**config.mk**
```make
export PLATFORM = sky130hd
export DESIGN_NAME = chirp_spi_master_multi
export DESIGN_NICKNAME = d
export VERILOG_FILES = /design/src/rtl/chirp_spi_pkg.sv /design/src/rtl/chirp_spi_clkgen.sv /design/src/rtl/chirp_spi_master_multi.sv
export SDC_FILE = /design/constraint.sdc
export NUM_CORES = 1
export LEC_CHECK = 0
export ABC_AREA = 1
export CAP_MARGIN = 30
export CELL_PAD_IN_SITES_DETAIL_PLACEMENT = 1
export CELL_PAD_IN_SITES_GLOBAL_PLACEMENT = 1
export CORE_MARGIN = 8
export CORE_UTILIZATION = 41
export CTS_CLUSTER_DIAMETER = 120
export CTS_CLUSTER_SIZE = 14
export DETAILED_ROUTE_END_ITERATION = 7
export PLACE_DENSITY = 0.92
export SETUP_SLACK_MARGIN = 0.15
export SYNTH_ARGS = -nofsm -noshare
export SYNTH_HDL_FRONTEND = slang
export SYNTH_SLANG_ARGS = --single-unit
```
**constraint.sdc**
```tcl
create_clock -name clock -period 2.3 [get_ports clock]
set_input_delay 0.46 -clock clock [delete_from_list [all_inputs] [get_ports clock]]
set_output_delay 0.46 -clock clock [all_outputs]
set_load 0.03 [all_outputs]
```
**src/rtl/chirp_spi_pkg.sv**
```systemverilog
// Shared definitions for the chirp multi-device SPI master: FSM encoding, default widths, mode bits.
package chirp_spi_pkg;

  localparam int DEF_NUM_DEV  = 2;
  localparam int DEF_MAX_BITS = 32;
  localparam int DEF_DIV_W    = 16;

  localparam logic [2:0] ST_IDLE   = 3'd0;
  localparam logic [2:0] ST_LEAD   = 3'd1;
  localparam logic [2:0] ST_EDGE_A = 3'd2;
  localparam logic [2:0] ST_EDGE_B = 3'd3;
  localparam logic [2:0] ST_TRAIL  = 3'd4;
  localparam logic [2:0] ST_DONE   = 3'd5;

  localparam logic CPOL_IDLE_LOW    = 1'b0;
  localparam logic CPOL_IDLE_HIGH   = 1'b1;
  localparam logic CPHA_SAMPLE_LEAD = 1'b0;
  localparam logic CPHA_SHIFT_LEAD  = 1'b1;

endpackage

```
**src/rtl/chirp_spi_clkgen.sv**
```systemverilog
// Half-period timer for the chirp SPI master: tick_o marks the last clock of each (div_i+1)-clock phase.
module chirp_spi_clkgen
  import chirp_spi_pkg::*;
#(
  parameter int DIV_W = DEF_DIV_W
) (
  input  logic             clock,
  input  logic             reset,
  input  logic             clear_i,
  input  logic             en_i,
  input  logic [DIV_W-1:0] div_i,
  output logic             tick_o
);

  logic [DIV_W-1:0] cnt_q, cnt_d;

  assign tick_o = en_i && (cnt_q == div_i);

  // NOTE: every signal written in always_comb gets a default first, so no path leaves it unassigned and no latch is inferred.
  always_comb begin
    cnt_d = cnt_q;
    if (clear_i || tick_o) begin
      cnt_d = '0;
    end else if (en_i) begin
      cnt_d = cnt_q + DIV_W'(1);
    end
  end

  // NOTE: sequential state uses non-blocking assignments only, so all registers update together on the edge.
  always_ff @(posedge clock) begin
    if (!reset) begin
      cnt_q <= '0;
    end else begin
      cnt_q <= cnt_d;
    end
  end

endmodule

```
**src/rtl/chirp_spi_master_multi.sv**
```systemverilog
// Multi-device SPI master with per-transfer CPOL/CPHA; define CHIRP_SPI_READBACK_EN to add miso capture
// (ports miso/rd_data). Synchronous active-low reset.
module chirp_spi_master_multi
  import chirp_spi_pkg::*;
#(
  parameter int  NUM_DEV  = DEF_NUM_DEV,
  parameter int  MAX_BITS = DEF_MAX_BITS,
  parameter int  DIV_W    = DEF_DIV_W,
  localparam int DEV_W    = (NUM_DEV > 1) ? $clog2(NUM_DEV) : 1,
  localparam int NB_W     = $clog2(MAX_BITS + 1)
) (
  input  logic                clock,
  input  logic                reset,
  input  logic                start_tr,
  input  logic [DEV_W-1:0]    device,
  input  logic [NB_W-1:0]     num_bits,
  input  logic [DIV_W-1:0]    sclk_divider,
  input  logic                cpol,
  input  logic                cpha,
  input  logic [MAX_BITS-1:0] set_data,
`ifdef CHIRP_SPI_READBACK_EN
  input  logic                miso,
  output logic [MAX_BITS-1:0] rd_data,
`endif
  output logic                busy,
  output logic                done,
  output logic [NUM_DEV-1:0]  sen,
  output logic                sclk,
  output logic                mosi
);

  logic [2:0]          state_q, state_d;
  logic [DEV_W-1:0]    dev_q, dev_d;
  logic                cpol_q, cpol_d;
  logic                cpha_q, cpha_d;
  logic [DIV_W-1:0]    div_q, div_d;
  logic [NB_W-1:0]     nbits_q, nbits_d;
  logic [NB_W-1:0]     bit_cnt_q, bit_cnt_d;
  logic [MAX_BITS-1:0] shift_q, shift_d;
  logic                sclk_q, sclk_d;
  logic                tick;
  logic                xfer_active;
`ifdef CHIRP_SPI_READBACK_EN
  logic [MAX_BITS-1:0] cap_q, cap_d;
  logic [MAX_BITS-1:0] rd_q, rd_d;
`endif

  assign xfer_active = (state_q == ST_LEAD) || (state_q == ST_EDGE_A) ||
                       (state_q == ST_EDGE_B) || (state_q == ST_TRAIL);

  chirp_spi_clkgen #(.DIV_W(DIV_W)) u_clkgen (
    .clock   (clock),
    .reset   (reset),
    .clear_i (state_q == ST_IDLE),
    .en_i    (xfer_active),
    .div_i   (div_q),
    .tick_o  (tick)
  );

  always_comb begin
    state_d   = state_q;
    dev_d     = dev_q;
    cpol_d    = cpol_q;
    cpha_d    = cpha_q;
    div_d     = div_q;
    nbits_d   = nbits_q;
    bit_cnt_d = bit_cnt_q;
    shift_d   = shift_q;
    sclk_d    = sclk_q;
`ifdef CHIRP_SPI_READBACK_EN
    cap_d     = cap_q;
    rd_d      = rd_q;
`endif
    unique case (state_q)
      ST_IDLE: begin
        if (start_tr) begin
          dev_d     = device;
          cpol_d    = cpol;
          cpha_d    = cpha;
          div_d     = sclk_divider;
          nbits_d   = (32'(num_bits) > 32'(MAX_BITS)) ? NB_W'(MAX_BITS) : num_bits;
          bit_cnt_d = '0;
          shift_d   = set_data;
          sclk_d    = cpol;
`ifdef CHIRP_SPI_READBACK_EN
          cap_d     = '0;
`endif
          // Empty or unaddressable requests complete without touching the bus.
          state_d   = ((num_bits == '0) || (32'(device) >= 32'(NUM_DEV))) ? ST_DONE : ST_LEAD;
        end
      end
      ST_LEAD: begin
        if (tick) state_d = ST_EDGE_A;
      end
      ST_EDGE_A: begin
        if (tick) begin
          sclk_d  = ~cpol_q;
          state_d = ST_EDGE_B;
          if ((cpha_q == CPHA_SHIFT_LEAD) && (bit_cnt_q != '0)) begin
            shift_d = {shift_q[MAX_BITS-2:0], 1'b0};
          end
`ifdef CHIRP_SPI_READBACK_EN
          if (cpha_q == CPHA_SAMPLE_LEAD) cap_d = {cap_q[MAX_BITS-2:0], miso};
`endif
        end
      end
      ST_EDGE_B: begin
        if (tick) begin
          sclk_d    = cpol_q;
          bit_cnt_d = bit_cnt_q + NB_W'(1);
          state_d   = (bit_cnt_q == nbits_q - NB_W'(1)) ? ST_TRAIL : ST_EDGE_A;
          if (cpha_q == CPHA_SAMPLE_LEAD) begin
            shift_d = {shift_q[MAX_BITS-2:0], 1'b0};
          end
`ifdef CHIRP_SPI_READBACK_EN
          if (cpha_q == CPHA_SHIFT_LEAD) cap_d = {cap_q[MAX_BITS-2:0], miso};
`endif
        end
      end
      ST_TRAIL: begin
        if (tick) state_d = ST_DONE;
      end
      ST_DONE: begin
        state_d = ST_IDLE;
`ifdef CHIRP_SPI_READBACK_EN
        rd_d    = cap_q;
`endif
      end
      default: state_d = ST_IDLE;
    endcase
  end

  always_ff @(posedge clock) begin
    if (!reset) begin
      state_q   <= ST_IDLE;
      dev_q     <= '0;
      cpol_q    <= CPOL_IDLE_LOW;
      cpha_q    <= CPHA_SAMPLE_LEAD;
      div_q     <= '0;
      nbits_q   <= '0;
      bit_cnt_q <= '0;
      shift_q   <= '0;
      sclk_q    <= 1'b0;
`ifdef CHIRP_SPI_READBACK_EN
      cap_q     <= '0;
      rd_q      <= '0;
`endif
    end else begin
      state_q   <= state_d;
      dev_q     <= dev_d;
      cpol_q    <= cpol_d;
      cpha_q    <= cpha_d;
      div_q     <= div_d;
      nbits_q   <= nbits_d;
      bit_cnt_q <= bit_cnt_d;
      shift_q   <= shift_d;
      sclk_q    <= sclk_d;
`ifdef CHIRP_SPI_READBACK_EN
      cap_q     <= cap_d;
      rd_q      <= rd_d;
`endif
    end
  end

  always_comb begin
    sen = '1;
    for (int i = 0; i < NUM_DEV; i++) begin
      if (xfer_active && (32'(dev_q) == 32'(i))) sen[i] = 1'b0;
    end
  end

  assign busy = (state_q != ST_IDLE);
  assign done = (state_q == ST_DONE);
  assign sclk = sclk_q;
  assign mosi = shift_q[MAX_BITS-1];
`ifdef CHIRP_SPI_READBACK_EN
  assign rd_data = rd_q;
`endif

endmodule

```
Yosys cells after proc, flatten, opt, wreduce, memory -nomap -nowiden
Index checks and enable logic that the tools add are counted.

storage, ports and cells
  register bits = 83
  input port bits = 60
  word-level logic and storage cells = 75

cells by class
  $add $sub $neg = 3
  magnitude comparators = 1
  equality and inequality tests = 14
  mux-type cells = 24
  bitwise logic cells = 3
  reduce and logical (&&, ||, !) cells = 20

operators with widths
  cell                     number
  $mux W32                 5
  $pmux W32 S3             1
  $mux W3                  7
  $mux W6                  3
  $add A16 B1 Y16 const B  1
  $eq A16 B16 Y1           1
  $pmux W3 S5              1
  $pmux W6 S2              1
  $ne A2 B1 Y1 const B     5
  $add A6 B1 Y6 const B    1
  $eq A3 B2 Y1 const B     2
  $eq A3 B3 Y1 const B     2
  $eq A6 B6 Y1             1
  $gt A6 B6 Y1 const B     1
  $logic_not A6 Y1         1
  $reduce_and A6 Y1        1
  $reduce_bool A3 Y1       2
  $reduce_bool A6 Y1       1
  $sub A6 B1 Y6 const B    1
  $mux W1                  5
  $reduce_and A5 Y1        1
  $logic_and A1 B1 Y1      4
  $logic_or A1 B1 Y1       4
  $ne A2 B2 Y1 const B     2
  other kinds (9)          11

Logic depth before layout (Yosys ltp)
Gate-level depths: netlist of run 1.

  word-level depth = 7
  mapped depth = 13
  mapped depth without buffers = 13

Modules after synthesis
From an unflattened synthesis of run 1, not the netlist that was laid out.

second synthesis, totals
  cells, all modules = 691
  area, all modules = 4543.1 um^2

modules (own cells, without submodules)
  module                  instances  cells each  area an instance (um^2)  sequential area each (um^2)
  chirp_spi_master_multi  1          486         3314.4                   1341.3
  chirp_spi_clkgen        1          205         1228.7                   320.3

Worst setup path before layout of run 1
OpenSTA, ideal clock, no wires.

  kind = flip-flop to output port
  start = reg state_q[2]
  end = out done
  arrival time = 1.174 ns
  data required time = 1.840 ns
  path slack = 0.666 ns
  stages on the path, launching flop included = 3
  path buffers = 0
  cells stage by stage = dfxtp_1 -> inv_2 -> nor3_1

between the ends
  cells in the longest elaborated chain, start to end = 1

RTL lines
  element                 line                           RTL
  from (decl)             chirp_spi_master_multi.sv:32   logic [2:0] state_q, state_d;
  from (signal assigned)  chirp_spi_master_multi.sv:149  state_q <= state_d;
  $eq A3 B3 Y1            chirp_spi_master_multi.sv:173  assign done = (state_q == ST_DONE);
  to (decl)               chirp_spi_master_multi.sv:26   output logic done,

Every way passes these cells.

Worst setup path after layout of run 1
  start = reg state_q[0]
  end = out done

The elaborated chain is that of the path after synthesis.

==> impl_metrics.env, run 1 <==
export IMPL_rsz0062_at_grt="no"
export IMPL_rr_worst_depth=12
export IMPL_vias_per_cell=5.004
export IMPL_fin_setup_tns_ns=0
export IMPL_min_period_ns=2.039
export IMPL_grt_usage=0.1882
export IMPL_worstPathRequired_ns=1.84
export IMPL_status="finished, final reports clean"
export IMPL_multi_input_area_sq_um=2280
export IMPL_max_freq_mhz=490.3
export IMPL_n_antenna_cell=0
export IMPL_area_growth_pct=23.91
export IMPL_cts_root_buf="clkbuf_8"
export IMPL_grt_pass1_vias=4863
export IMPL_htree_num_levels=3
export IMPL_wl_per_cell_microns=14.83
export IMPL_pwr_share_seq=0.321
export IMPL_finalHoldViolations=0
export IMPL_nets=817
export IMPL_final_cell_mix="nand2_1, nor2_1, inv_1, dfxtp_1, clkdlybuf4s50_1"
export IMPL_crit_path_end_kind="output port"
export IMPL_yosysWarnings=0
export IMPL_drt_initial_drc_count=251
export IMPL_fin_skew_ns=0.01143
export IMPL_placement_io_buffers=65
export IMPL_die_w_microns=119.5
export IMPL_syn_inst=695
export IMPL_seqCellArea_sq_um=1665
export IMPL_antenna_left=0
export IMPL_p_leak_nw=2.433
export IMPL_dieHeight_microns=119.5
export IMPL_cap_violations=0
export IMPL_synth_seq_cells=83
export IMPL_clkTransAtPathRegs_ns=0.09
export IMPL_critical_path_class="flip-flop to output port"
export IMPL_pin_count=66
export IMPL_p_per_area_nw_per_um2=1101
export IMPL_syn_nets=759
export IMPL_crit_slowest_cell="dfxtp_2"
export IMPL_dp_hpwl_mm=9.471
export IMPL_arrival_ns=1.58
export IMPL_start_kind="flip-flop"
export IMPL_drcViolationCount=0
export IMPL_drive_gt1_frac=0.07388
export IMPL_num_vias=4474
export IMPL_place_gp_congestion=0.7836
export IMPL_intPower_mw=3.450
export IMPL_slowest_delay_ns=0.41
export IMPL_worst_slew_pin_slew_ns=0.4182
export IMPL_path_cells="inv_1 > nor3_1 > clkdlybuf4s15_2"
export IMPL_core_rowCount=37
export IMPL_p_switching_mw=2.540
export IMPL_clkPwrFrac=0.217
export IMPL_p_sw_frac=0.4241
export IMPL_irDropWorstVdd_mv=0.6838
export IMPL_holdWs_ns=0.4774
export IMPL_synth_distinct_cells=28
export IMPL_min_path_type="flip-flop to flip-flop"
export IMPL_cts_tree="done"
export IMPL_antenna_found_initial=0
export IMPL_core_area_sq_um=10370
export IMPL_worstSkewPairLatency_ns=0.37
export IMPL_cts_hold_buf=0
export IMPL_finalMaxSlewViolations=0
export IMPL_setup_viol=0
export IMPL_period_share=0.8867
export IMPL_postSynthAreaPerCell_sq_um=6.317
export IMPL_die_area_sq_um=14280
export IMPL_wirelength_mm=13.25
export IMPL_relSlewSlack=0.7212
export IMPL_cts_buffer_depth=2
export IMPL_postCtsSetupRepairBufs=0
export IMPL_grt_pass1_wl_mm=22.16
export IMPL_critical_path_max_fanout=6
export IMPL_final_common_cell="nand2_1"
export IMPL_fill_cells=1430
export IMPL_hold_depth=2
export IMPL_grt_max_degree=68
export IMPL_comb_power_share=0.461
export IMPL_ys_seq_area_frac=0.3785
export IMPL_grt_overflow_total=0
export IMPL_initial_core_util=0.4234
export IMPL_clock_sink_count=83
export IMPL_dr_pass1_iters=4
export IMPL_syn_area_sq_um=4390
export IMPL_numCtsBuffers=9
export IMPL_final_core_util=0.5246
## power groups by stage
stage	registers (mW)	clock network, mW	logic [mW]
after global routing	1.96	1.38	3.16
after global placement	1.93	0	2.58
final	1.92	1.30	2.76
after CTS	1.92	1.32	2.79
after detailed placement	1.95	0	2.75
after floorplan	1.93	0	1.98
## cell families (layout without fill, tap and decap cells)
kind of cell,Yosys count,count (layout),share of synthesized area
buffers and inverters,121,184,0.1069
adder cells (fa/ha/maj),4,4,0.01140
XOR/XNOR,20,20,0.03990
AO/OA/AOI/OAI,94,94,0.1148
flip-flops,83,83,0.3785
AND/OR/NAND/NOR,373,373,0.3485
## final timing paths
| path | start | to | slack, ns |
|---|---|---|---|
| worst max-delay path | state_q[0] | done | 0.26 |
| worst min-delay path | div_q[6] | div_q[6] | 0.48 |
| worst max register to register | state_q[2] | u_clkgen.cnt_q[15] | 0.33 |
| worst min register to register | div_q[6] | div_q[6] | 0.48 |
## worst max-delay path: cells and delay by family, from the launching register on
| kind | cells | cell delay, ns |
|---|---|---|
| DFF | 1 | 0.41 |
| and+or+nand+nor | 1 | 0.30 |
| buffers and inverters | 2 | 0.51 |
## per-stage QoR
stage	setup WS, ns	power (mW)	cells	cell area, sq um
6_report	0.2605	5.990	894	5440
5_1_grt	0.1683	6.503	894	5440
4_1_cts	0.05918	6.022	894	5424
3_5_place_dp	0.1785	4.703	878	5179
3_3_place_gp	0.2924	4.506	878	5179
2_1_floorplan	0.6664	3.907	695	4390
## registers in the layout (all words and copies together), names as in the netlist, 3 cells and up
name            cells
shift_q            32
div_q              16
u_clkgen.cnt_q     16
bit_cnt_q           6
nbits_q             6
state_q             3
## synth_stat cells
| library cell | instances | area [sq um] |
|---|---|---|
| inv_2 | 8 | 30.03 |
| nand2_1 | 199 | 747.0 |
| buf_2 | 12 | 60.06 |
| or2_2 | 2 | 12.51 |
| nand3_1 | 25 | 125.1 |
| clkbuf_1 | 9 | 33.78 |
| nand2_2 | 1 | 6.260 |
| buf_1 | 5 | 18.77 |
| nor3_1 | 12 | 60.06 |
| dfxtp_1 | 83 | 1662 |
| xnor2_1 | 1 | 8.760 |
| o21bai_1 | 1 | 7.510 |
| clkinv_1 | 1 | 3.750 |
| nand4_1 | 6 | 37.54 |
| a21oi_1 | 33 | 165.2 |
| o21ai_0 | 53 | 265.3 |
| inv_1 | 86 | 322.8 |
| nor2_2 | 7 | 43.79 |
| nand2_4 | 2 | 22.52 |
| o211a_1 | 1 | 10.01 |
| nor2_4 | 2 | 22.52 |
| o211ai_2 | 1 | 12.51 |
| ha_1 | 4 | 50.05 |
| a221oi_1 | 1 | 8.760 |
| nor2_1 | 116 | 435.4 |
| xor2_1 | 19 | 166.4 |
| o32ai_1 | 4 | 35.03 |
| nand3_4 | 1 | 17.52 |
## timing repair
| action | 4_1_cts | 5_1_grt |
|---|---|---|
| gates resized for setup | 11 | 8 |
| setup endpoints to repair | 5 | 37 |
| cloned | 0 | 0 |
## final cells by class
cell class / count / area share
Multi-Input combinational cell: 491 / 0.4190
Sequential cell: 83 / 0.3061
Timing Repair Buffer: 73 / 0.1336
Inverter: 95 / 0.06555
Tap cell: 136 / 0.03128
Clock buffer: 11 / 0.02599
Clock inverter: 5 / 0.01840
## metal layers
layer	global-route usage	wire, microns	vias to the layer above
met2	0.3371	6622	82
li1	-	-	2252
met4	0.09055	440	0
met3	0.04487	558	37
met5	0	0	-
met1	0.2041	5632	2103
(Power assumes the default switching activity.)
==> inputs of run 2 (changes only) <==
CAP_MARGIN = not set   (was 30)
==> results of run 2 <==
No change in the layout: final DEF, timing and power equal those of run 1.
